<file path="src/rtl/jk_pkg.sv">
// Shared constants for the JK up/down counter.
// JK command encodings and the default counter width.
package jk_pkg;

  typedef logic [1:0] jk_cmd_t;

  localparam jk_cmd_t JK_HOLD = 2'b00;
  localparam jk_cmd_t JK_CLR  = 2'b01;
  localparam jk_cmd_t JK_SET  = 2'b10;
  localparam jk_cmd_t JK_TOG  = 2'b11;

  localparam int JK_CNT_W = 4;

  function automatic jk_cmd_t jk_pack(
    input logic j,
    input logic k
  );
    return {j, k};
  endfunction

endpackage

</file>
<file path="src/rtl/jk_stage.sv">
// One JK flip-flop stage with asynchronous active-low clear.
// Outputs the stored bit and its complement.
module jk_stage
  import jk_pkg::*;
(
  input  logic clk,
  input  logic rst_n,
  input  logic j,
  input  logic k,
  output logic q,
  output logic qb
);

  logic q_q;
  logic q_d;

  always_comb begin
    q_d = q_q;
    unique case (jk_pack(j, k))
      JK_HOLD: q_d = q_q;
      JK_CLR:  q_d = 1'b0;
      JK_SET:  q_d = 1'b1;
      JK_TOG:  q_d = ~q_q;
    endcase
  end

  always_ff @(posedge clk or negedge rst_n) begin
    if (!rst_n) begin
      q_q <= 1'b0;
    end else begin
      q_q <= q_d;
    end
  end

  assign q  = q_q;
  assign qb = ~q_q;

endmodule

</file>
<file path="src/rtl/jk_updown_counter.sv">
// Synchronous up/down counter built from JK stages with parallel load.
// Define JK_CNT_SAT_EN to saturate at the ends instead of wrapping.
module jk_updown_counter
  import jk_pkg::*;
#(
  parameter int WIDTH = JK_CNT_W
) (
  input  logic             clk,
  input  logic             rst_n,
  input  logic             en,
  input  logic             up,
  input  logic             load,
  input  logic [WIDTH-1:0] din,
  output logic [WIDTH-1:0] q,
  output logic [WIDTH-1:0] qb,
  output logic             tc
);

  logic [WIDTH-1:0] t;
  logic [WIDTH-1:0] j;
  logic [WIDTH-1:0] k;
  logic [WIDTH-1:0] q_w;
  logic [WIDTH-1:0] qb_w;
  logic             at_end;
  logic             hold_all;

  // Ripple toggle chain: a bit flips when all lower bits sit at the carry/borrow value.
  always_comb begin
    t    = '0;
    t[0] = en;
    for (int i = 1; i < WIDTH; i++) begin
      t[i] = t[i-1] & (up ? q_w[i-1] : ~q_w[i-1]);
    end
  end

  assign at_end = up ? (&q_w) : ~(|q_w);
  assign tc     = en & at_end;

`ifdef JK_CNT_SAT_EN
  assign hold_all = tc & ~load;
`else
  assign hold_all = 1'b0;
`endif

  always_comb begin
    j = '0;
    k = '0;
    unique case (1'b1)
      load: begin
        j = din;
        k = ~din;
      end
      hold_all: begin
        j = '0;
        k = '0;
      end
      default: begin
        j = t;
        k = t;
      end
    endcase
  end

  for (genvar g = 0; g < WIDTH; g++) begin : g_stage
    jk_stage u_stage (
      .clk   (clk),
      .rst_n (rst_n),
      .j     (j[g]),
      .k     (k[g]),
      .q     (q_w[g]),
      .qb    (qb_w[g])
    );
  end

  assign q  = q_w;
  assign qb = qb_w;

endmodule

</file>
<file path="config.mk">
export PLATFORM = sky130hd
export DESIGN_NAME = jk_updown_counter
export DESIGN_NICKNAME = d
export VERILOG_FILES = /design/src/rtl/jk_pkg.sv /design/src/rtl/jk_stage.sv /design/src/rtl/jk_updown_counter.sv
export SDC_FILE = /design/constraint.sdc
export NUM_CORES = 1
export LEC_CHECK = 0
export BUFFER_PORTS_ARGS = -buffer_cell sky130_fd_sc_hd__clkbuf_2
export CAP_MARGIN = 0
export CELL_PAD_IN_SITES_DETAIL_PLACEMENT = 1
export CELL_PAD_IN_SITES_GLOBAL_PLACEMENT = 2
export CORE_MARGIN = 1
export CORE_UTILIZATION = 21
export CTS_BUF_LIST = sky130_fd_sc_hd__clkbuf_8
export DETAILED_ROUTE_END_ITERATION = 6
export HOLD_SLACK_MARGIN = 0.05
export PLACE_DENSITY = 0.89
export SLEW_MARGIN = 30
export SYNTH_ARGS = -nofsm -noshare
export SYNTH_HDL_FRONTEND = slang
export SYNTH_HIERARCHICAL = 1
export SYNTH_SLANG_ARGS = --single-unit
export TNS_END_PERCENT = 5
</file>
<file path="constraint.sdc">
create_clock -name clk -period 1.95 [get_ports clk]
set_clock_uncertainty 0.15 [all_clocks]
set_input_delay 0.195 -clock clk [delete_from_list [all_inputs] [get_ports clk]]
set_output_delay 0.195 -clock clk [all_outputs]
set_load 0.03 [all_outputs]
</file>
==> results.cfg <==
[outcome]
outcome = complete, no violations

[floorplan]
die_h_um = 39.58
initial_core_util_pct = 22.79
fp.dieW_um = 39.58
die_area_um2 = 1566
io_pins = 18
rows = 13
core_area_um2 = 1301

[route]
detail-route-antenna-nets = 0
m1WireLength_um = 379
drc = 0
drt_wl_total_um = 884
top_layer_used = met3
dr_wl_met3_um = 41
dr.pass1.iters = 2
drtIter0Drc = 3
vias = 352
met2_length_um = 463
wl_per_cell_um = 11.48
viasPerCell = 4.571

[clock_network]
cts_buffer_depth = 2
cts-root-buf = clkbuf_8
clk_latency_ns = 0.21
cts_setup_buffers = 0
cts.sinks = 4
clk_pin_slew_ns = 0.03
htree_levels = 1
cts_tree = yes
cts_buffers = 3

[yosys]
yosys_warnings = 6
yosys_register_bits = 4
synth_cells = 40
ys_types = 18
synthDominantCellAreaShare_pct = 33.76
synth.area.top_cells = dfrtp_1, a21oi_1, inv_1
yosysTopAreaCell = dfrtp_1
syn_nets = 49
syn_area_um2 = 296.5
ys_seq_area_share_pct = 33.76
synth.avg_cell_area_um2 = 7.413

[timing]
tns_ns = 0
finalHoldViolations = 0
max-slew-margin-rel_pct = 83.41
slew_viol_final = 0
setup_viol = 0
period_share_pct = 96.36
rsz0062_at_grt = false
max_freq_ghz = 0.5322
layout_min_cycle_time_ns = 1.879
tightest_slew_ns = 0.2462

[cells_and_area]
area_delta_synth_final_pct = 56.96
largest_reg_flops = 4
mostFrequentLayoutCells = clkbuf_2, inv_1, nand2_1, nor2_1, a21oi_1
finalInstanceArea_um2 = 465.4
multi_input_comb_area_um2 = 173.9
final_common_cell = clkbuf_2
diodes = 0
utilization_pct = 35.77
fin_nets = 73
layout-drive-gt1-share_pct = 40.32
fillers = 177
layout.area.seq_um2 = 100.1

[worst_setup_path]
worst_setup_path_start_kind = flip-flop
endpoint_kind = output port
critPathKind = reg2out
crit_arrival_ns = 1.53
slowest_delay_ns = 0.53
path_max_fanout = 2
path_cells = or4_4, mux2i_1, and2_1, buf_4
crit_required_ns = 1.60
critPathSlowestCell = or4_4

[power]
p_leak_nw = 0.2651
p_clk_share_pct = 26.1
p_sw_share_pct = 45.77
p_sw_w = 0.0002999
intPower_w = 0.0003553
power_frac_comb_pct = 51.2
ir_worst_vdd_mv = 0.6338
p_seq_share_pct = 22.7
powerDensity_nw_per_um2 = 1407

[global_routing]
antenna_found_initial = 0
grt_max_degree = 9
grt_pass1_wl_um = 1442
grt_pass1_vias = 350
grt_overflow_total = 0
grtUsageTotal_pct = 15.01

[flow_run]
max_cap_viol_count = 0

[placed_design]
dp_hpwl_um = 674.6
io_buffers = 17
gp_congestion = 0.8133
place_area_um2 = 411.6

[worst_hold_path]
holdCritPathClass = in2reg
[per-stage QoR]
| stage | instances | power [W] | hold slack [ns] | setup WS [ns] |
|---|---|---|---|---|
| 6_report | 77 | 0.0006551 | 0.1483 | 0.07089 |
| 4_1_cts | 77 | 0.0006575 | 0.1573 | 0.03159 |
| 5_1_grt | 77 | 0.0006998 | 0.1832 | 0.02386 |
| 3_5_place_dp | 73 | 0.0004818 | -0.1461 | 0.2608 |
| 3_3_place_gp | 73 | 0.0004753 | -0.1473 | 0.2808 |
| 2_1_floorplan | 40 | 0.0003626 | -0.2506 | 0.09530 |
[worst max-delay path, delay by kind of cell (launching register included)]
kind / cells / cell delay (ns)
buffers and inverters: 1 / 0.15
DFF: 1 / 0.38
muxes: 1 / 0.13
and+or+nand+nor: 2 / 0.67
[logic make-up after synthesis]
group,count (synthesis),share of synthesized area [%]
AND/OR/NAND/NOR,16,27.43
AO/OA/AOI/OAI,12,24.89
buffers and inverters,6,7.594
flip-flops,4,33.76
XOR/XNOR,1,2.954
multiplexers,1,3.376
[final timing paths]
path,start,to,slack [ns],cells past startpoint
max,g_stage[1].u_stage/q,tc,0.07,4
min,din[0],g_stage[0].u_stage/q,0.15,3
max reg2reg,g_stage[1].u_stage/q,g_stage[3].u_stage/q,0.39,5
min reg2reg,g_stage[3].u_stage/q,g_stage[3].u_stage/q,0.40,1
max in group asynchronous,rst_n,g_stage[2].u_stage/q,1.34,2
min in group asynchronous,rst_n,g_stage[3].u_stage/q,0.18,2
[layout make-up]
class | instances | share of cell area [%]
Clock buffer | 3 | 8.871
Inverter | 5 | 4.032
Multi-Input combinational cell | 30 | 37.37
Sequential cell | 4 | 21.51
Tap cell | 15 | 4.032
Timing Repair Buffer | 20 | 24.19
[synthesized netlist by cell type, drive strengths merged]
cell type	number
a21oi	5
inv	5
nand2	5
nor2	5
dfrtp	4
o21ai	3
a21o	2
a21boi	1
and2	1
and2b	1
and3	1
clkbuf	1
mux2i	1
nand4	1
nor3	1
o21bai	1
or4	1
xnor2	1
[repair_timing]
| action | 4_1_cts | 5_1_grt |
|---|---|---|
| endpoints found under the setup margin | 0 | 1 |
| hold endpoints to repair | 4 | 0 |
| hold buffers | 1 | 0 |
| gates resized for setup | 0 | 3 |
[per-layer routing]
metal  vias to the layer above  GRT usage, %
met5                         -             0
li1                        178             -
met2                        13         24.18
met3                         0         5.682
met1                       161         15.86
met4                         0         10.34
[power by group through the flow]
stage          Combinational, W  Sequential, W  Clock, W
2_1_floorplan          0.000144       0.000219         0
3_3_place_gp           0.000330       0.000145         0
3_5_place_dp           0.000334       0.000148         0
4_1_cts                0.000336       0.000147  0.000175
5_1_grt                0.000364       0.000152  0.000184
6_report               0.000336       0.000148  0.000171
No activity file was read; power rests on OpenSTA's default activity.
